[config.mk]
export PLATFORM = sky130hd
export DESIGN_NAME = generador_codigo_gray
export DESIGN_NICKNAME = d
export VERILOG_FILES = /design/src/rtl/generador_codigo_gray.sv
export SDC_FILE = /design/constraint.sdc
export NUM_CORES = 1
export LEC_CHECK = 0
export ABC_AREA = 0
export BUFFER_PORTS_ARGS = -buffer_cell sky130_fd_sc_hd__buf_4
export CAP_MARGIN = 20
export CORE_ASPECT_RATIO = 1.5
export CORE_MARGIN = 5
export CORE_UTILIZATION = 40
export CTS_BUF_LIST = sky130_fd_sc_hd__clkbuf_8
export CTS_CLUSTER_DIAMETER = 100
export CTS_CLUSTER_SIZE = 12
export DETAILED_ROUTE_END_ITERATION = 16
export MAX_ROUTING_LAYER = met4
export RECOVER_POWER = 100
export SYNTH_ARGS = -nofsm -noshare
export SYNTH_HDL_FRONTEND = slang
export SYNTH_SLANG_ARGS = --single-unit
[constraint.sdc]
create_clock -name clk -period 3.1 [get_ports clk]
set_input_delay 0.465 -clock clk [delete_from_list [all_inputs] [get_ports clk]]
set_output_delay 0.465 -clock clk [all_outputs]
set_load 0.05 [all_outputs]
[src/rtl/generador_codigo_gray.sv]
// -----------------------------------------------------------------------------
// generador_codigo_gray
//
// Binary-to-Gray generator. Keeps a WIDTH-bit binary count that steps once per
// divided-clock tick and drives that count as registered Gray code. It is the
// transmit-side counterpart of the Gray-to-binary reader and feeds both the
// decoder under test and the LED/pin outputs.
//
// Optional build macro: GRAY_SATURATE_EN
//   undefined : the count wraps modulo 2^WIDTH; wrap flags max->0 / 0->max.
//   defined   : the count saturates at max (up) and 0 (down); the step still
//               ticks but leaves bin_q/gray unchanged, and wrap flags the event.
//
// Ports
//   clk       in   system clock
//   reset     in   asynchronous, active-high reset
//   en        in   level: 1 = run, 0 = hold (partial divider count discarded)
//   dir       in   1 = count up, 0 = count down (sampled only at the step edge)
//   load      in   synchronous preset strobe, priority over everything but reset
//   load_bin  in   binary preset value
//   gray      out  registered Gray code of bin_q
//   bin_q     out  registered binary count
//   tick      out  one-cycle pulse in the cycle after a step edge
//   wrap      out  one-cycle pulse coincident with tick on wrap/saturation
//   dbg_state out  FSM state (0 = S_IDLE, 1 = S_RUN)
//
// Control semantics: en and load are plain levels sampled on every rising clk
// edge; there is no handshake. tick/wrap are registered single-cycle pulses.
// -----------------------------------------------------------------------------
module generador_codigo_gray #(
  parameter int WIDTH  = 4,
  parameter int LIMITE = 24999999,
  parameter int CNT_W  = 26
) (
  input  logic             clk,
  input  logic             reset,
  input  logic             en,
  input  logic             dir,
  input  logic             load,
  input  logic [WIDTH-1:0] load_bin,
  output logic [WIDTH-1:0] gray,
  output logic [WIDTH-1:0] bin_q,
  output logic             tick,
  output logic             wrap,
  output logic             dbg_state
);

  typedef enum logic {
    S_IDLE = 1'b0,
    S_RUN  = 1'b1
  } state_t;

  localparam logic [CNT_W-1:0] LIMITE_C = CNT_W'(LIMITE);
  localparam logic [WIDTH-1:0] MAX_C    = '1;
  localparam logic [WIDTH-1:0] MIN_C    = '0;

  state_t           state_q;
  logic [CNT_W-1:0] contador_q;

  logic [WIDTH-1:0] bin_d;
  logic [WIDTH-1:0] gray_d;
  logic [WIDTH-1:0] gray_load;
  logic             wrap_d;
  logic             at_limite;

  assign at_limite = (contador_q == LIMITE_C);
  assign dbg_state = state_q;

  // Value the count takes if the current edge is a step edge.
  always_comb begin
    bin_d  = bin_q;
    wrap_d = 1'b0;
    if (dir) begin
      if (bin_q == MAX_C) begin
        wrap_d = 1'b1;
`ifdef GRAY_SATURATE_EN
        bin_d  = bin_q;
`else
        bin_d  = MIN_C;
`endif
      end else begin
        bin_d = bin_q + 1'b1;
      end
    end else begin
      if (bin_q == MIN_C) begin
        wrap_d = 1'b1;
`ifdef GRAY_SATURATE_EN
        bin_d  = bin_q;
`else
        bin_d  = MAX_C;
`endif
      end else begin
        bin_d = bin_q - 1'b1;
      end
    end
  end

  // Gray is encoded from the next binary value so gray and bin_q update on the
  // same edge and never disagree.
  assign gray_d    = bin_d ^ (bin_d >> 1);
  assign gray_load = load_bin ^ (load_bin >> 1);

  always_ff @(posedge clk or posedge reset) begin
    if (reset) begin
      state_q    <= S_IDLE;
      contador_q <= '0;
      bin_q      <= '0;
      gray       <= '0;
      tick       <= 1'b0;
      wrap       <= 1'b0;
    end else if (load) begin
      // Preset restarts the divider period; a step due on this edge is lost.
      bin_q      <= load_bin;
      gray       <= gray_load;
      contador_q <= '0;
      tick       <= 1'b0;
      wrap       <= 1'b0;
    end else begin
      case (state_q)
        S_IDLE: begin
          contador_q <= '0;
          tick       <= 1'b0;
          wrap       <= 1'b0;
          if (en) state_q <= S_RUN;
        end
        S_RUN: begin
          if (!en) begin
            // Dropping en discards the partial period.
            state_q    <= S_IDLE;
            contador_q <= '0;
            tick       <= 1'b0;
            wrap       <= 1'b0;
          end else if (at_limite) begin
            contador_q <= '0;
            bin_q      <= bin_d;
            gray       <= gray_d;
            tick       <= 1'b1;
            wrap       <= wrap_d;
          end else begin
            contador_q <= contador_q + 1'b1;
            tick       <= 1'b0;
            wrap       <= 1'b0;
          end
        end
        default: begin
          state_q    <= S_IDLE;
          contador_q <= '0;
          tick       <= 1'b0;
          wrap       <= 1'b0;
        end
      endcase
    end
  end

endmodule

==> results of run 1 <==
[flip-flops by register name (all words and copies together), names as in the netlist]
register	count
dbg_state	1
tick	1
gray	4
bin_q	3
contador_q	26
wrap	1
[path summary, 6_finish.rpt]
path	end	cells after the start
max	gray[2]$_DFFE_PP0P_	5
min	contador_q[24]$_DFF_PP0_	2
min in group clk	dbg_state$_DFFE_PP0N_	2
min reg2reg	contador_q[0]$_DFF_PP0_	1
max reg2reg	gray[2]$_DFFE_PP0P_	5
max in group asynchronous	contador_q[15]$_DFF_PP0_	3
[cells by family (layout without fill, tap and decap cells)]
kind of cell | after synthesis | in the layout | synth area share
XOR/XNOR | 32 | 32 | 0.143
buffers and inverters | 19 | 40 | 0.0384
flip-flops | 36 | 36 | 0.460
multiplexers | 3 | 3 | 0.0160
AO/OA/AOI/OAI | 16 | 16 | 0.0671
AND/OR/NAND/NOR | 94 | 94 | 0.256
adder cells (fa/ha/maj) | 3 | 3 | 0.0192
[cell usage in the layout, fill, tap and decap left out, types with 2 or more instances in the layout]
cell type and instances:
xnor2_1 25, or4_1 4, and3_1 4, dfrtp_1 36, clkbuf_1 13, inv_1 12, a21oi_1 2, xor2_1 7
nor2_1 33, mux2i_1 2, or3_1 3, nor4_1 7, ha_1 3, a31oi_1 3, o21ai_0 2, nand3_1 8
nand2_1 11, nor4b_1 3, nand4_1 5, buf_4 7, nor2b_1 2, a221o_2 6, nor3_1 4, and2_1 6
clkbuf_8 6
[metal layers]
layer,track usage,vias to the layer above
met3,0.0366,4
li1,-,739
met1,0.185,698
met4,0.0508,0
met2,0.241,28
met5,-,-
[critical path, delay by kind of cell (launching register included)]
family        cells  cell delay (ps)
flops             1              410
mux               1              230
simple gates      4             2110
[Yosys cell counts, drive strengths merged, types with 4 or more instances]
library cell	n
and3	4
xnor2	25
and2	6
or4	4
dfrtp	36
a221o	6
nor3	4
xor2	7
inv	10
nand2	11
nand4	5
nor4	8
nand3	8
clkbuf	8
nor2	33
[area by class of cell]
type,count,share of cell area
multi-input cells,148,0.444
flip-flops and latches,36,0.409
repair buffers,22,0.0517
well taps,66,0.0375
clock inverters,2,0.00341
inverters,10,0.0170
clock buffers,6,0.0375
[where the power goes]
group,total (uW),leakage [uW],internal [uW],switching (uW)
registers,497,0.000487,481,16.3
clock network,335,0.0000538,175,160
logic,151,0.000328,49.2,102
[per-stage QoR]
step           cells  setup WS, ps  instance area [um^2]  total power, uW
2_1_floorplan    203           471                  1960              621
3_3_place_gp     282           360                  2170              670
3_5_place_dp     282           301                  2170              671
4_1_cts          290           294                  2260             1010
5_1_grt          290           126                  2200             1040
6_report         290           281                  2200              983
==> results.py, run 1 <==
metrics = {
    "die": {
        "rows": 31,
        "initial_core_util": 0.407,
        "core_area_um2": 4810,
        "die_w_um": 67.1,
        "die-area_um2": 6420,
        "boundaryPins": 20,
        "dieHeight_um": 95.7,
    },
    "place": {
        "port_buffers": 19,
        "routabilityCongestion": 0.775,
        "dpl.hpwl_um": 3130,
    },
    "sta": {
        "final-hold-violation-count": 0,
        "fin_crit_sh": 0.909,
        "clock.fmax_ghz": 0.355,
        "drv_slew": 0,
        "timing.hold.ws_ps": 309,
        "tns_ps": 0,
        "rsz0062_at_grt": "false",
        "skew_ps": 6.72,
        "finalSetupViolCount": 0,
        "relSlewSlack": 0.351,
        "fin_crit_ps": 2820,
        "worst_pin_slew_ps": 974,
    },
    "status": {
        "status": "complete, no violations",
    },
    "synthesis": {
        "synth.distinct_cells": 33,
        "synthTopCellsByArea": "dfrtp_1, xnor2_1, nor2_1",
        "synth_edf_count": 0,
        "ys_seq_area_frac": 0.460,
        "synth_area_um2": 1960,
        "synthCells": 203,
        "synth_area_per_cell_um2": 9.64,
        "synth_seq_cells": 36,
        "ys.flop_type": "dfrtp_1",
        "synth_top_area_frac": 0.460,
        "synth_nets": 215,
        "yosysTopAreaCell": "dfrtp_1",
        "yosysWarnings": 0,
        "async_reset_ff_frac": 1.00,
    },
    "drt": {
        "wl_met1_um": 1760,
        "drc": 0,
        "drt-total-wl_um": 4170,
        "via_per_inst": 5.07,
        "vias": 1469,
        "first_pass_iters": 4,
        "met2_length_um": 2180,
        "routedWlPerCell_um": 14.4,
        "top_layer": "met4",
        "dr_wl_met3_um": 181,
        "drtIter0Drc": 82,
        "ant_nets": 0,
    },
    "cts": {
        "clk-insertion-delay-late_ps": 290,
        "cts_hold_buf": 0,
        "post_cts_buffers": 0,
        "cts-root-buf": "clkbuf_8",
        "cts_buffers": 5,
        "cts_tree": "yes",
        "clockBufferDepth": 2,
        "htreeDepth": 2,
        "cts.clk_slew.worst_paths_ps": 70,
        "numClockSinks": 36,
        "post_cts_resize_count": 0,
    },
    "grt": {
        "grt_pass1_wl_um": 6970,
        "overflow": 0,
        "grt_use_total": 0.151,
        "grt_pass1_vias": 1408,
        "antenna_found_initial": 0,
        "grt_start_max_net_pins": 21,
    },
    "critical_path": {
        "worstSetupStartpointType": "register",
        "end_kind": "register",
        "r2r_slack_ps": 280,
        "arrival_ps": 3030,
        "crit_slowest_cell": "or4_1",
        "slowest_delay_ps": 570,
        "crit_required_ps": 3310,
        "crit_start": "contador_q[17]$_DFF_PP0_",
        "r2r_start": "contador_q[17]$_DFF_PP0_",
        "path_common_cell": "or4_1",
        "crit_chain": "or4_1 > or4_1 > or4_1 > nor4_4 > mux2i_1",
        "path_class": "register to register",
        "worstPathMaxFanout": 9,
    },
    "finish": {
        "n_antenna_cell": 0,
        "layout.nets": 235,
        "fill_cells": 506,
        "drive_gt1_frac": 0.107,
        "multi_input_area_um2": 977,
        "fin_util": 0.458,
        "seqCellArea_um2": 901,
        "syn_to_final_growth_pct": 12.5,
    },
    "pwr": {
        "leakage_uw": 0.000869,
        "ir_worst_vdd_uv": 234,
        "p_per_area_nw_per_um2": 446,
    },
    "hold_path": {
        "hold_class": "input pin to async pin",
    },
    "job": {
        "cap_viol_max_count": 0,
    },
}
(Power assumes the default switching activity.)
==> run 2, diff against run 1 <==
--- a/config.mk
+++ b/config.mk
@@ -5,7 +5,7 @@
 export SDC_FILE = /design/constraint.sdc
 export NUM_CORES = 1
 export LEC_CHECK = 0
-export ABC_AREA = 0
+export ABC_AREA = 1
 export BUFFER_PORTS_ARGS = -buffer_cell sky130_fd_sc_hd__buf_4
 export CAP_MARGIN = 20
 export CORE_ASPECT_RATIO = 1.5
@@ -16,6 +16,7 @@
 export CTS_CLUSTER_SIZE = 12
 export DETAILED_ROUTE_END_ITERATION = 16
 export MAX_ROUTING_LAYER = met4
+export PLACE_DENSITY = 0.67
 export RECOVER_POWER = 100
 export SYNTH_ARGS = -nofsm -noshare
 export SYNTH_HDL_FRONTEND = slang
==> constraint.sdc (replaced) <==
create_clock -name clk -period 3 [get_ports clk]
set_input_delay 0.45 -clock clk [delete_from_list [all_inputs] [get_ports clk]]
set_output_delay 0.45 -clock clk [all_outputs]
set_load 0.05 [all_outputs]
==> run 2 against run 1 <==
The run now ends with capacitance limit, slew limit left; register-to-register slack improved by 460 ps; core utilization fell by 0.29 points; synthesized cell count is 48% higher; sequential power up 6.4%; largest power group unchanged; maximum frequency increased by 25%; area after synthesis grew 14%; first-iteration DRC count fell by 16%; critical endpoint is now contador_q[19]$_DFF_PP0_; wire length rose by 19%; cell count grew 36%.
==> results.py, run 2 <==
metrics = {
    "grt": {
        "grt_pass1_wl_um": 8560,
        "use_met1": 0.154,
        "overflow": 0,
        "grt_busiest_layer": "met2",
        "use_met2": 0.277,
        "met3_usage": 0.0298,
        "grt_pass1_vias": 1967,
        "grt_start_max_net_pins": 37,
        "antenna_found_initial": 0,
        "grt_use_total": 0.155,
    },
    "finish": {
        "mostFrequentLayoutCells": "nand2_1, nor2_1, dfrtp_1",
        "top_register": "contador_q",
        "reg_top3": "contador_q x26, gray x4, bin_q x3",
        "n_antenna_cell": 0,
        "drive_gt1_frac": 0.0926,
        "layout.nets": 335,
        "syn_to_final_growth_pct": 11.2,
        "largest_reg_flops": 26,
        "final_common_cell": "nand2_1",
    },
    "sta": {
        "worst_pin_slew_ps": 1960,
        "postLayoutSetupSlackWorst_ps": 741,
        "drv_slew": 37,
        "rsz0062_at_grt": "false",
        "relSlewSlack": -0.307,
        "final-hold-violation-count": 0,
        "fin_crit_ps": 2260,
        "finalSetupViolCount": 0,
        "skew_ps": 6.96,
        "clock.fmax_ghz": 0.443,
        "fin_crit_sh": 0.753,
        "tns_ps": 0,
    },
    "drt": {
        "vias": 1994,
        "drtIter0Drc": 69,
        "drc": 0,
        "ant_nets": 0,
        "via_per_inst": 5.06,
        "routedWlPerCell_um": 12.6,
        "drt-total-wl_um": 4980,
        "first_pass_iters": 4,
    },
    "cts": {
        "post_cts_resize_count": 0,
        "cts_tree": "yes",
        "cts_hold_buf": 0,
        "htreeDepth": 2,
        "numClockSinks": 36,
        "clockBufferDepth": 2,
        "post_cts_buffers": 0,
        "cts-root-buf": "clkbuf_8",
        "cts.clk_slew.worst_paths_ps": 80,
        "cts_buffers": 5,
        "clk-insertion-delay-late_ps": 290,
    },
    "place": {
        "place_ws_ps": 1220,
        "routabilityCongestion": 0.870,
        "dpl.hpwl_um": 3770,
        "port_buffers": 19,
    },
    "synthesis": {
        "synth_area_per_cell_um2": 7.41,
        "async_reset_ff_frac": 1.00,
        "synth_top_area_frac": 0.404,
        "ys.flop_type": "dfrtp_1",
        "synthCells": 301,
        "synth.distinct_cells": 31,
        "synth_area_um2": 2230,
        "synthTopCellsByArea": "dfrtp_1, nand2_1, nor2_1",
        "synth_seq_cells": 36,
        "synthTopCellsByCount": "nand2_1, nor2_1, dfrtp_1",
        "synth_nets": 313,
        "ys_seq_area_frac": 0.404,
        "yosysMostFrequentCell": "nand2_1",
        "yosysTopAreaCell": "dfrtp_1",
        "yosysWarnings": 0,
        "synth_edf_count": 0,
    },
    "die": {
        "initial_core_util": 0.409,
        "boundaryPins": 20,
        "die-area_um2": 7200,
        "dieHeight_um": 101,
        "die_w_um": 71.0,
        "core_area_um2": 5450,
        "rows": 33,
    },
    "critical_path": {
        "path_class": "register to register",
        "worstPathMaxFanout": 18,
        "arrival_ps": 2440,
        "crit_required_ps": 3180,
        "end_kind": "register",
        "worstSetupStartpointType": "register",
    },
    "pwr": {
        "ir_worst_vdd_uv": 298,
        "power_uw": 1180,
        "p_per_area_nw_per_um2": 477,
        "leakage_uw": 0.00113,
    },
    "hold_path": {
        "hold_class": "input pin to register",
    },
    "status": {
        "violations": "capacitance limit, slew limit",
        "status": "finished, violations left",
    },
    "job": {
        "cap_viol_max_count": 1,
    },
}
run 2: per-layer routing:
metal	vias up	share of wire
li1	1012	-
met1	933	0.40
met2	34	0.54
met3	15	0.026
met4	0	0.035
met5	-	0
run 2: stage by stage:
stage	utilization	instances	hold slack, ps	instance area (um^2)
3_5_place_dp	0.447	386	480	2440
5_1_grt	0.455	394	387	2480
3_3_place_gp	0.447	386	464	2440
4_1_cts	0.467	394	263	2550
6_report	0.455	394	388	2480
2_1_floorplan	-	301	449	2230
run 2: power breakdown:
part | internal (uW) | switching (uW)
clock | 246 | 183
combinational | 57.8 | 168
sequential | 503 | 25.8
run 2: cell families after synthesis:
family	count (synthesis)	synth area share
buffers and inverters	40	0.0729
XOR/XNOR	7	0.0275
AO/OA/AOI/OAI	20	0.0505
AND/OR/NAND/NOR	195	0.428
flip-flops	36	0.404
adder cells (fa/ha/maj)	3	0.0168
run 2: area by class of cell:
class	instances	area, um^2
flip-flops and latches	36	901
clock buffers	5	68.8
multi-input cells	225	1150
inverters	35	131
fillers	589	2970
repair buffers	20	101
well taps	70	87.6
clock inverters	3	42.5
run 2: worst max-delay path, cell delays in order (launching register included):
cell and delay, ps:
dfrtp_1 390, ha_1 200, nand3_1 170, nor3b_1 650
nand3_2 180, nand2_4 230, inv_1 180, nand2_1 100
nor2_1 40
run 2: final timing paths:
path | from | end | slack (ps) | cells past startpoint
min in group asynchronous | reset | tick$_DFF_PP0_ | 860 | 3
worst min-delay path | en | dbg_state$_DFFE_PP0N_ | 390 | 3
worst max-delay path | contador_q[0]$_DFF_PP0_ | contador_q[19]$_DFF_PP0_ | 740 | 8
max in group asynchronous | reset | contador_q[22]$_DFF_PP0_ | 1010 | 3
worst max register to register | contador_q[0]$_DFF_PP0_ | contador_q[19]$_DFF_PP0_ | 740 | 8
worst min register to register | contador_q[0]$_DFF_PP0_ | contador_q[0]$_DFF_PP0_ | 490 | 1
